File: config.mk
export PLATFORM = sky130hd
export DESIGN_NAME = tmds_multi_encoder
export DESIGN_NICKNAME = d
export VERILOG_FILES = /design/src/rtl/tmds_pkg.sv /design/src/rtl/tmds_lane_encoder.sv /design/src/rtl/tmds_multi_encoder.sv
export SDC_FILE = /design/constraint.sdc
export NUM_CORES = 1
export LEC_CHECK = 0
export ABC_AREA = 1
export CAP_MARGIN = 0
export CORE_MARGIN = 2
export CORE_UTILIZATION = 54
export CTS_CLUSTER_DIAMETER = 30
export CTS_CLUSTER_SIZE = 20
export DETAILED_ROUTE_END_ITERATION = 10
export PLACE_DENSITY_LB_ADDON = 0.1
export SYNTH_ARGS = -nofsm -noshare
export SYNTH_HDL_FRONTEND = slang
export SYNTH_SLANG_ARGS = --single-unit
File: constraint.sdc
create_clock -name clk -period 3.8 [get_ports clk]
set_clock_uncertainty 0.2 [all_clocks]
set_input_delay 0.57 -clock clk [delete_from_list [all_inputs] [get_ports clk]]
set_output_delay 0.57 -clock clk [all_outputs]
set_load 0.01 [all_outputs]
File: src/rtl/tmds_pkg.sv
// Shared definitions for the TMDS multi-lane encoder.
//   mode_e        : lane mode shared by all lanes
//   CTRL_CODE     : control-period symbols indexed by {c1,c0}
//   TERC4_LUT     : HDMI TERC4 symbols indexed by the 4-bit nibble
//   GB_*          : guard-band symbols
//   tmds_qm       : DVI transition-minimising first stage (9-bit q_m)
package tmds_pkg;

    typedef enum logic [1:0] {
        MODE_CTRL   = 2'd0,
        MODE_VIDEO  = 2'd1,
        MODE_ISLAND = 2'd2,
        MODE_GUARD  = 2'd3
    } mode_e;

    localparam logic [9:0] CTRL_CODE [4] = '{10'h354, 10'h0AB, 10'h154, 10'h2AB};

    localparam logic [9:0] TERC4_LUT [16] = '{
        10'h29C, 10'h263, 10'h2E4, 10'h2E2, 10'h171, 10'h11E, 10'h18E, 10'h13C,
        10'h2CC, 10'h139, 10'h19C, 10'h2C7, 10'h28E, 10'h271, 10'h163, 10'h2C3
    };

    localparam logic [9:0] GB_VIDEO_EVEN = 10'h2CC;
    localparam logic [9:0] GB_VIDEO_ODD  = 10'h133;
    localparam logic [9:0] GB_ISLAND     = 10'h133;

    // q_m[8] = 1 marks the XOR chain, 0 the XNOR chain.
    function automatic logic [8:0] tmds_qm(input logic [7:0] d);
        logic [3:0] ones;
        logic       use_xnor;
        logic [8:0] q;
        ones     = 4'($countones(d));
        use_xnor = (ones > 4'd4) || ((ones == 4'd4) && !d[0]);
        q        = '0;
        q[0]     = d[0];
        for (int k = 1; k < 8; k++) begin
            q[k] = use_xnor ? ~(q[k-1] ^ d[k]) : (q[k-1] ^ d[k]);
        end
        q[8] = ~use_xnor;
        return q;
    endfunction

endpackage

File: src/rtl/tmds_lane_encoder.sv
// One TMDS lane: stage-1 q_m register plus stage-2 symbol selection with
// the lane's own running disparity.
//   clk, rst        : clock, synchronous active-high reset
//   in_valid        : input qualifier (enables the stage-1 capture)
//   data/ctrl/aux   : this lane's pixel byte, control pair, TERC4 nibble
//   s1_valid/mode/gb: stage-1 shared qualifiers from the top
//   tmds            : registered 10-bit symbol
module tmds_lane_encoder
    import tmds_pkg::*;
#(
    parameter int LANE   = 0,
    parameter int DISP_W = 5
) (
    input  logic       clk,
    input  logic       rst,
    input  logic       in_valid,
    input  logic [7:0] data,
    input  logic [1:0] ctrl,
    input  logic [3:0] aux,
    input  logic       s1_valid,
    input  logic [1:0] s1_mode,
    input  logic       s1_gb_island,
    output logic [9:0] tmds
);

    localparam logic signed [DISP_W-1:0] S_ZERO  = '0;
    localparam logic signed [DISP_W-1:0] S_TWO   = DISP_W'(2);
    localparam logic signed [DISP_W-1:0] S_EIGHT = DISP_W'(8);

    logic [8:0] q_m;
    logic [1:0] ctrl_q;
    logic [3:0] aux_q;

    logic signed [DISP_W-1:0] cnt;
    logic signed [DISP_W-1:0] n1;
    logic signed [DISP_W-1:0] diff;
    logic signed [DISP_W-1:0] cnt_vid;
    logic [9:0]               sym_vid;
    logic [9:0]               sym_other;

    // Stage 1: only captured on valid symbols so idle cycles do not toggle.
    always_ff @(posedge clk) begin
        if (rst) begin
            q_m    <= '0;
            ctrl_q <= '0;
            aux_q  <= '0;
        end else if (in_valid) begin
            q_m    <= tmds_qm(data);
            ctrl_q <= ctrl;
            aux_q  <= aux;
        end
    end

    // diff = ones - zeros of q_m[7:0] = 2*ones - 8
    always_comb begin
        n1   = DISP_W'($countones(q_m[7:0]));
        diff = (n1 <<< 1) - S_EIGHT;
    end

    always_comb begin
        sym_vid = '0;
        cnt_vid = cnt;
        if ((cnt == S_ZERO) || (diff == S_ZERO)) begin
            sym_vid = {~q_m[8], q_m[8], q_m[8] ? q_m[7:0] : ~q_m[7:0]};
            cnt_vid = q_m[8] ? (cnt + diff) : (cnt - diff);
        end else if (((cnt > S_ZERO) && (diff > S_ZERO)) ||
                     ((cnt < S_ZERO) && (diff < S_ZERO))) begin
            sym_vid = {1'b1, q_m[8], ~q_m[7:0]};
            cnt_vid = cnt + (q_m[8] ? S_TWO : S_ZERO) - diff;
        end else begin
            sym_vid = {1'b0, q_m[8], q_m[7:0]};
            cnt_vid = cnt + diff - (q_m[8] ? S_ZERO : S_TWO);
        end
    end

    always_comb begin
        sym_other = CTRL_CODE[ctrl_q];
        case (mode_e'(s1_mode))
            MODE_ISLAND: sym_other = TERC4_LUT[aux_q];
            MODE_GUARD: begin
                if (s1_gb_island)
                    sym_other = (LANE == 0) ? TERC4_LUT[aux_q] : GB_ISLAND;
                else
                    sym_other = ((LANE % 2) == 0) ? GB_VIDEO_EVEN : GB_VIDEO_ODD;
            end
            default: ;
        endcase
    end

    // Stage 2: symbol and disparity hold while the stage is empty.
    always_ff @(posedge clk) begin
        if (rst) begin
            tmds <= CTRL_CODE[0];
            cnt  <= '0;
        end else if (s1_valid) begin
            if (mode_e'(s1_mode) == MODE_VIDEO) begin
                tmds <= sym_vid;
                cnt  <= cnt_vid;
            end else begin
                tmds <= sym_other;
                cnt  <= '0;
            end
        end
    end

endmodule

File: src/rtl/tmds_multi_encoder.sv
// NUM_CH-lane pipelined TMDS/HDMI encoder, 2-clock latency, one symbol per
// lane per clock, all lanes in the same mode.
//   clk, rst  : clock, synchronous active-high reset
//   in_valid  : input qualifier
//   mode      : 0 CTRL, 1 VIDEO, 2 ISLAND, 3 GUARD
//   gb_island : GUARD flavour, 0 video guard band, 1 data-island guard band
//   data      : 8 bits per lane, ctrl: 2 bits per lane, aux: 4 bits per lane
//   out_valid : output qualifier
//   tmds      : 10 bits per lane, bit 0 sent first
module tmds_multi_encoder
    import tmds_pkg::*;
#(
    parameter int NUM_CH = 3,
    parameter int DISP_W = 5
) (
    input  logic                  clk,
    input  logic                  rst,
    input  logic                  in_valid,
    input  logic [1:0]            mode,
    input  logic                  gb_island,
    input  logic [8*NUM_CH-1:0]   data,
    input  logic [2*NUM_CH-1:0]   ctrl,
    input  logic [4*NUM_CH-1:0]   aux,
    output logic                  out_valid,
    output logic [10*NUM_CH-1:0]  tmds
);

    logic       s1_valid;
    logic [1:0] s1_mode;
    logic       s1_gb_island;

    always_ff @(posedge clk) begin
        if (rst) begin
            s1_valid     <= 1'b0;
            s1_mode      <= MODE_CTRL;
            s1_gb_island <= 1'b0;
            out_valid    <= 1'b0;
        end else begin
            s1_valid  <= in_valid;
            out_valid <= s1_valid;
            if (in_valid) begin
                s1_mode      <= mode;
                s1_gb_island <= gb_island;
            end
        end
    end

    for (genvar i = 0; i < NUM_CH; i++) begin : g_lane
        tmds_lane_encoder #(
            .LANE   (i),
            .DISP_W (DISP_W)
        ) u_lane (
            .clk          (clk),
            .rst          (rst),
            .in_valid     (in_valid),
            .data         (data[8*i +: 8]),
            .ctrl         (ctrl[2*i +: 2]),
            .aux          (aux[4*i +: 4]),
            .s1_valid     (s1_valid),
            .s1_mode      (s1_mode),
            .s1_gb_island (s1_gb_island),
            .tmds         (tmds[10*i +: 10])
        );
    end

endmodule
Word-level counts from Yosys, hierarchy flattened --
Memories as Yosys holds them, arrays and structs flattened. Cells that the tools add are included.
Cells by class: mux-type cells 71, order comparisons 21, $add $sub $neg 60, bitwise logic cells 57, eq/ne operators 6, reduce and logical (&&, ||, !) cells 27
Operators by type and width (count):
- 2-to-1 mux 10 bit | 23
- adder 4 bit | 18
- binary-select mux 10 bit (select 2 bit) | 3
- 2-to-1 mux 5 bit | 12
- case mux 10 bit (2 select lines) | 3
- adder 1 x 1 -> 2 bit | 24
- subtractor 5 bit | 9
- adder 5 bit | 6
- greater-than comparator 5 x 1 -> 1 bit (second input constant) | 6
- logical NOT 5 bit | 6
- < comparator 5 x 1 -> 1 bit (second input constant) | 6
- inverter 1 bit | 27
- 2-to-1 mux 8 bit | 3
- inverter 8 bit | 3
- 2-to-1 mux 1 bit | 21
- XOR 1 bit | 21
- >= comparator 5 bit (second input constant) | 3
- inverter 4 -> 5 bit | 3
- subtractor 5 bit (second input constant) | 3
- equality test 4 x 3 -> 1 bit (second input constant) | 3
- greater-than comparator 4 x 3 -> 1 bit (second input constant) | 3
- 2-to-1 mux 2 bit | 6
- >= comparator 3 bit (second input constant) | 3
- logical AND 1 bit | 9
- other kinds (5) | 18
Storage, ports and cells: output and inout bits 31, logic and storage cells 264, register bits 95, ROM bits 480, memories kept 3, bits of input ports 48
Memory list:
- (no name shown) | depth 16, bits a word 10, read ports 1, clocked after Yosys merged registers in 0, wr ports 0, line tmds_lane_encoder.sv:79 | MODE_ISLAND: sym_other = TERC4_LUT[aux_q];
- (no name shown) | depth 16, bits a word 10, read ports 1, clocked after Yosys merged registers in 0, wr ports 0, line tmds_lane_encoder.sv:79
- (no name shown) | depth 16, bits a word 10, read ports 1, clocked after Yosys merged registers in 0, wr ports 0, line tmds_lane_encoder.sv:79

Logic depth before layout (Yosys ltp) --
depth in word-level cells 25, mapped depth 22, depth with buffers taken out 22

Cells and area by module --
A second synthesis with hierarchy kept.
Unflattened totals: cells, all modules 1201, area total of the unflattened synthesis 8285.4 um2
Modules (own cells, without submodules):
- tmds_lane_encoder at g_lane[2].u_lane | instances 1, area each 2771.4 um2, sequential area each 580.6 um2, cells an instance 401
- tmds_lane_encoder at g_lane[1].u_lane | instances 1, area each 2696.3 um2, sequential area each 580.6 um2, cells an instance 390
- tmds_lane_encoder at g_lane[0].u_lane | instances 1, area each 2642.5 um2, sequential area each 580.6 um2, cells an instance 385
- tmds_multi_encoder | instances 1, area each 175.2 um2, sequential area each 100.1 um2, cells an instance 25

Least setup slack after synthesis --
Ideal clock, no wire load.
path type reg-to-reg, start point reg g_lane[0].u_lane.q_m[6], end point reg g_lane[0].u_lane.tmds[4], slack -0.211 ns, arrival 3.684 ns, required time 3.473 ns, stages on the path, launching flop included 19, clock period less this slack 4.011 ns, setup time 0.127 ns, path buffers 0, path through dfxtp_1 ha_1 fa_1 inv_1 fa_1 inv_1 ha_1 inv_1 fa_1 inv_1 ha_1 ha_1 inv_1 nand2_2 o21ai_2 inv_2 or2_2 nand3_1 o211ai_1
Between the ends: longest elaborated chain between the ends 10, elaborated cells on any way between the ends 14, those cells by class add/sub: 4; order compare: 2; mux: 3; reduce/logical: 5
RTL lines:
- start, declared | line tmds_lane_encoder.sv:30 | logic [8:0] q_m;
- start signal, assigned | line tmds_lane_encoder.sv:48 | q_m <= tmds_qm(data);
- adder 1 x 1 -> 2 bit (not written as such) * | line tmds_lane_encoder.sv:56 | n1 = DISP_W'($countones(q_m[7:0]));
- adder 4 bit (not written as such) * (2 in a row) | line tmds_lane_encoder.sv:56
- subtractor 5 bit * | line tmds_lane_encoder.sv:57 | diff = (n1 <<< 1) - S_EIGHT;
- greater-than comparator 5 x 1 -> 1 bit or < comparator 5 x 1 -> 1 bit (tied branches) | line tmds_lane_encoder.sv:66, tmds_lane_encoder.sv:67
- logical AND 1 bit (on tied branches) | line tmds_lane_encoder.sv:66, tmds_lane_encoder.sv:67
- logical OR 1 bit | line tmds_lane_encoder.sv:66 | end else if (((cnt > S_ZERO) && (diff > S_ZERO)) ||
- 2-to-1 mux 10 bit | line tmds_lane_encoder.sv:66
- 2-to-1 mux 10 bit * | line tmds_lane_encoder.sv:63 | if ((cnt == S_ZERO) || (diff == S_ZERO)) begin
- 2-to-1 mux 10 bit * | line tmds_lane_encoder.sv:96 | if (mode_e'(s1_mode) == MODE_VIDEO) begin
- end signal, assigned | line tmds_lane_encoder.sv:93 | tmds <= CTRL_CODE[0];
- end signal, assigned | line tmds_lane_encoder.sv:97 | tmds <= sym_vid;
- end signal, assigned | line tmds_lane_encoder.sv:100 | tmds <= sym_other;
- end, declared | line tmds_lane_encoder.sv:23 | output logic [9:0] tmds
Mark *: on every way between the ends. The rest lies on a longest branch, timed or not. A chain may end at the register's enable or synchronous reset.

Final worst setup path --
start point reg g_lane[0].u_lane.q_m[7], end point reg g_lane[0].u_lane.tmds[3]
The elaborated chain is that of the path after synthesis.

==> summary.md <==
| Metric | Value |
|---|---|
| Status | complete, but fails checks |
| Sequential fraction of the synthesis area | between 20% and 30% |
| Post-synth top area share | 22.0% |
| Final hold violation count | 0 |
| CTS Buf Count | 9 |
| Synth Instances | about 1200 |
| Area occupied by multi-input gates | 6230 sq um |
| Core area | roughly 15000 sq um |
| Final Critical Period | about 4 ns |
| Largest net degree at the start of global routing | 62 |
| XOR/XNOR Fraction of Synth Area | roughly 3.0% |
| Unrepaired setup endpoints after global routing | true |
| Area share of and/or/nand/nor cells after synthesis | 21.8% |
| Fraction of registers with async set/reset | 0% |
| Synth area leader | dfxtp_1 |
| Comb pwr share | 63.2% |
| Die area | 16500 sq um |
| Worst EP arrival | 4.05 ns |
| Critical Path RT | 3.84 ns |
| Post-synthesis instance area | around 8400 sq um |
| Ratio of cells with drive above 1 in the final layout | between 20% and 30% |
| Hold Buf Count CTS | 0 |
| Final Max Tran Viols | 0 |
| Cell Pwr Density | about 510 nW/um^2 |
| Area growth from synthesis to layout | 31.5% |
| Post-synthesis mux area share | 0% |
| CTS tree | built |
| Hold crit path type | flop to flop |
| Max FO, Critical Path | 7 |
| DR iter-0 viols | 708 |
| Starting Density | 55.2% |
| H-tree Lvls | 3 |
| Cell-internal power | about 0.0032 W |
| # DRC | 0 |
| Compound-Gate Fraction of Synth Area | 18.1% |
| Grt met1 use | 37.3% |
| Placer congestion estimate | 0.932 |
| Die height | 129 microns |
| Antenna violations before repair | 0 |
| Switch Pwr | 0.00240 W |
| Clk slew on worst S/H paths | 0.06 ns |
| Most used routing layer in global routing | met2 |
| Max IR drop VDD | 288 uV |
| EDFF count, synth | 0 |
| Critical path class | flop to flop |
| Vias post-DR | approximately 8300 |
| Via density | 5.45 |
| Main combinational cell family by area after synthesis | adder cells |
| Final hold slack | roughly 0.27 ns |
| Total Routing Usage GR | 28.1% |
| CTS sink count | 92 |
| Total gr overflow | 0 |
| Detailed placement HPWL | 16700 microns |
| Fin cells | around 1500 |
| Worst Setup End Kind | flop |
| Post-layout util | 72.5% |
| CTS max path bufs | 2 |
| Final setup violation count | 33 |
| Pre-CTS setup slack | -0.425 ns |
| FF+latch count, synth | 92 |
| Slew headroom | 29.2% |
| Clock network power share | 16.2% |
| Top-level I/O count | 79 |
| Max_cap viols | 0 |
| Mapped Nets | 1376 |
| Synth Area in Adders | 23.3% |
| Mean Syn Cell Area | 7.02 sq um |
| Ys Warns | 0 |
| Fmax | 249 MHz |
| Root buf cell | clkbuf_16 |
| Top post-synthesis cells by area | dfxtp_1, ha_1, nand2_1 |
| Startpoint types | flop |
| Final worst path period share | 106% |
| Layout Nets | 1520 |
| Pre-antenna DRT Iters | 5 |
| Top_reg_cell synth | dfxtp_1 |
| ANT cells | 0 |
| GRT met2 Usage | 47.2% |
| Number of global-route vias before repair | 7914 |
| Cell variety after synth | 40 |
| Post-layout instance area | 11000 sq um |
| Fill cells | 1200 |
| Seq. cell area | between 1500 and 2000 sq um |
| Std cell rows | 45 |
| Worst skew pair latency | 0.35 ns |
| Post-DRT Antenna Nets | 0 |
| Placed Area | 10000 sq um |
| P_leak | 5.21 nW |
| Worst-Margin Slew | approximately 1.1 ns |
| Post-Route WL | 23400 microns |
| Die W | between 100 and 150 microns |
| Port Buffer Count | 78 |
| First-pass GRT wire length | ~37000 microns |
| Switch share | between 40 and 50% |
| Fin worst setup slack | -0.212 ns |
| Met3 usage | 3.95% |
| Violated checks | negative setup slack |
| Seq pwr share | 20.6% |
| Placed cells | 1503 |
| Drt wl/cell | about 15 microns |
[worst paths after layout]
check	depth (start not counted)	start	slack [ns]	to
min reg2reg	2	g_lane[1].u_lane.tmds[9]$_SDFFE_PP1P_	0.27	g_lane[1].u_lane.tmds[9]$_SDFFE_PP1P_
max	19	g_lane[0].u_lane.q_m[7]$_SDFFE_PP0P_	-0.21	g_lane[0].u_lane.tmds[3]$_SDFFE_PP0P_
min	2	g_lane[1].u_lane.tmds[9]$_SDFFE_PP1P_	0.27	g_lane[1].u_lane.tmds[9]$_SDFFE_PP1P_
max reg2reg	19	g_lane[0].u_lane.q_m[7]$_SDFFE_PP0P_	-0.21	g_lane[0].u_lane.tmds[3]$_SDFFE_PP0P_
[layout make-up]
type	instances	share of cell area, %
Multi-Input combinational cell	852	56.5
Sequential cell	92	16.8
Timing Repair Buffer	176	14.6
Inverter	208	7.31
Clock buffer	13	2.27
Tap cell	188	2.13
Clock inverter	2	0.318
[cell usage after synthesis, types with 5 or more instances]
| library cell | n |
|---|---|
| nand2_1 | 214 |
| inv_1 | 190 |
| a21oi_1 | 122 |
| nand3_1 | 113 |
| ha_1 | 94 |
| o21ai_0 | 94 |
| dfxtp_1 | 92 |
| nor2_1 | 65 |
| fa_1 | 39 |
| clkbuf_1 | 31 |
| o211ai_1 | 28 |
| xor2_1 | 18 |
| inv_2 | 16 |
| xnor2_1 | 11 |
| buf_2 | 6 |
| o21ai_1 | 6 |
| or2_2 | 6 |
| nand2_2 | 5 |
[critical path, stage by stage, from the launching register on]
cell	delay [ns]
dfxtp_4	0.36
ha_4	0.16
fa_1	0.52
inv_1	0.05
fa_1	0.43
inv_1	0.07
ha_2	0.17
inv_2	0.04
fa_2	0.60
inv_4	0.06
ha_4	0.23
ha_4	0.16
inv_2	0.06
nand2_4	0.06
o21ai_4	0.17
clkinv_4	0.13
buf_6	0.16
nor2_1	0.09
nand3b_1	0.13
a21oi_2	0.06
[through the flow]
stage	power, W	setup TNS (ns)
after floorplan	0.00325	-0.0555
after global placement	0.00416	-5.81
after detailed placement	0.00422	-8.74
after CTS	0.00529	-1.42
after global routing	0.00606	-8.47
final	0.00559	-2.79
[cell usage in the layout (no fill, tap or decap), drive strengths merged]
master | netlist | layout
nor2 | 68 | 68
inv | 208 | 207
ha | 94 | 94
o221ai | 4 | 4
dlymetal6s2s | 0 | 17
nor3 | 3 | 3
xnor2 | 11 | 11
buf | 12 | 98
clkdlybuf4s50 | 0 | 61
nand4 | 2 | 2
o22ai | 1 | 1
xor2 | 18 | 18
o21ai | 105 | 105
a31oi | 4 | 4
fa | 39 | 39
a41oi | 1 | 1
nand3b | 1 | 1
bufinv | 0 | 1
o211ai | 28 | 28
or2 | 8 | 8
o2111ai | 3 | 3
a21oi | 122 | 122
o211a | 1 | 1
nand2 | 219 | 219
dfxtp | 92 | 92
o31ai | 3 | 3
clkinv | 0 | 2
nand3 | 117 | 117
clkbuf | 31 | 13
[what timing repair did]
item                                    4_1_cts  5_1_grt
hold endpoints to repair                      0        0
cloned                                        1        0
gates resized for setup                      56      127
pin swaps                                    42       50
endpoints found under the setup margin       41       50
buffers inserted                              7        7
[sequential cells by signal (all words and copies together) (netlist names)]
name / count
g_lane.u_lane.aux_q: 12
g_lane.u_lane.cnt: 12
g_lane.u_lane.ctrl_q: 6
g_lane.u_lane.q_m: 27
g_lane.u_lane.tmds: 30
out_valid: 1
s1_gb_island: 1
s1_mode: 2
s1_valid: 1
[cell families after synthesis]
kind of cell | Yosys count
flip-flops | 92
XOR/XNOR | 29
AND/OR/NAND/NOR | 418
adder cells (fa/ha/maj) | 133
buffers and inverters | 251
AO/OA/AOI/OAI | 272
[power by group through the flow]
stage / Sequential [W] / Clock [W] / Combinational (W)
6_report: 0.00115 / 0.000908 / 0.00353
5_1_grt: 0.00116 / 0.000952 / 0.00395
4_1_cts: 0.00115 / 0.000921 / 0.00322
3_5_place_dp: 0.00116 / 0 / 0.00306
3_3_place_gp: 0.00116 / 0 / 0.00299
2_1_floorplan: 0.00115 / 0 / 0.00210
[metal layers]
layer	share of wire, %	up-vias
li1	-	4177
met1	45	3875
met2	48	247
met3	5.2	48
met4	2.3	0
met5	0	-
Note: power is estimated with default switching activity, not from simulation.
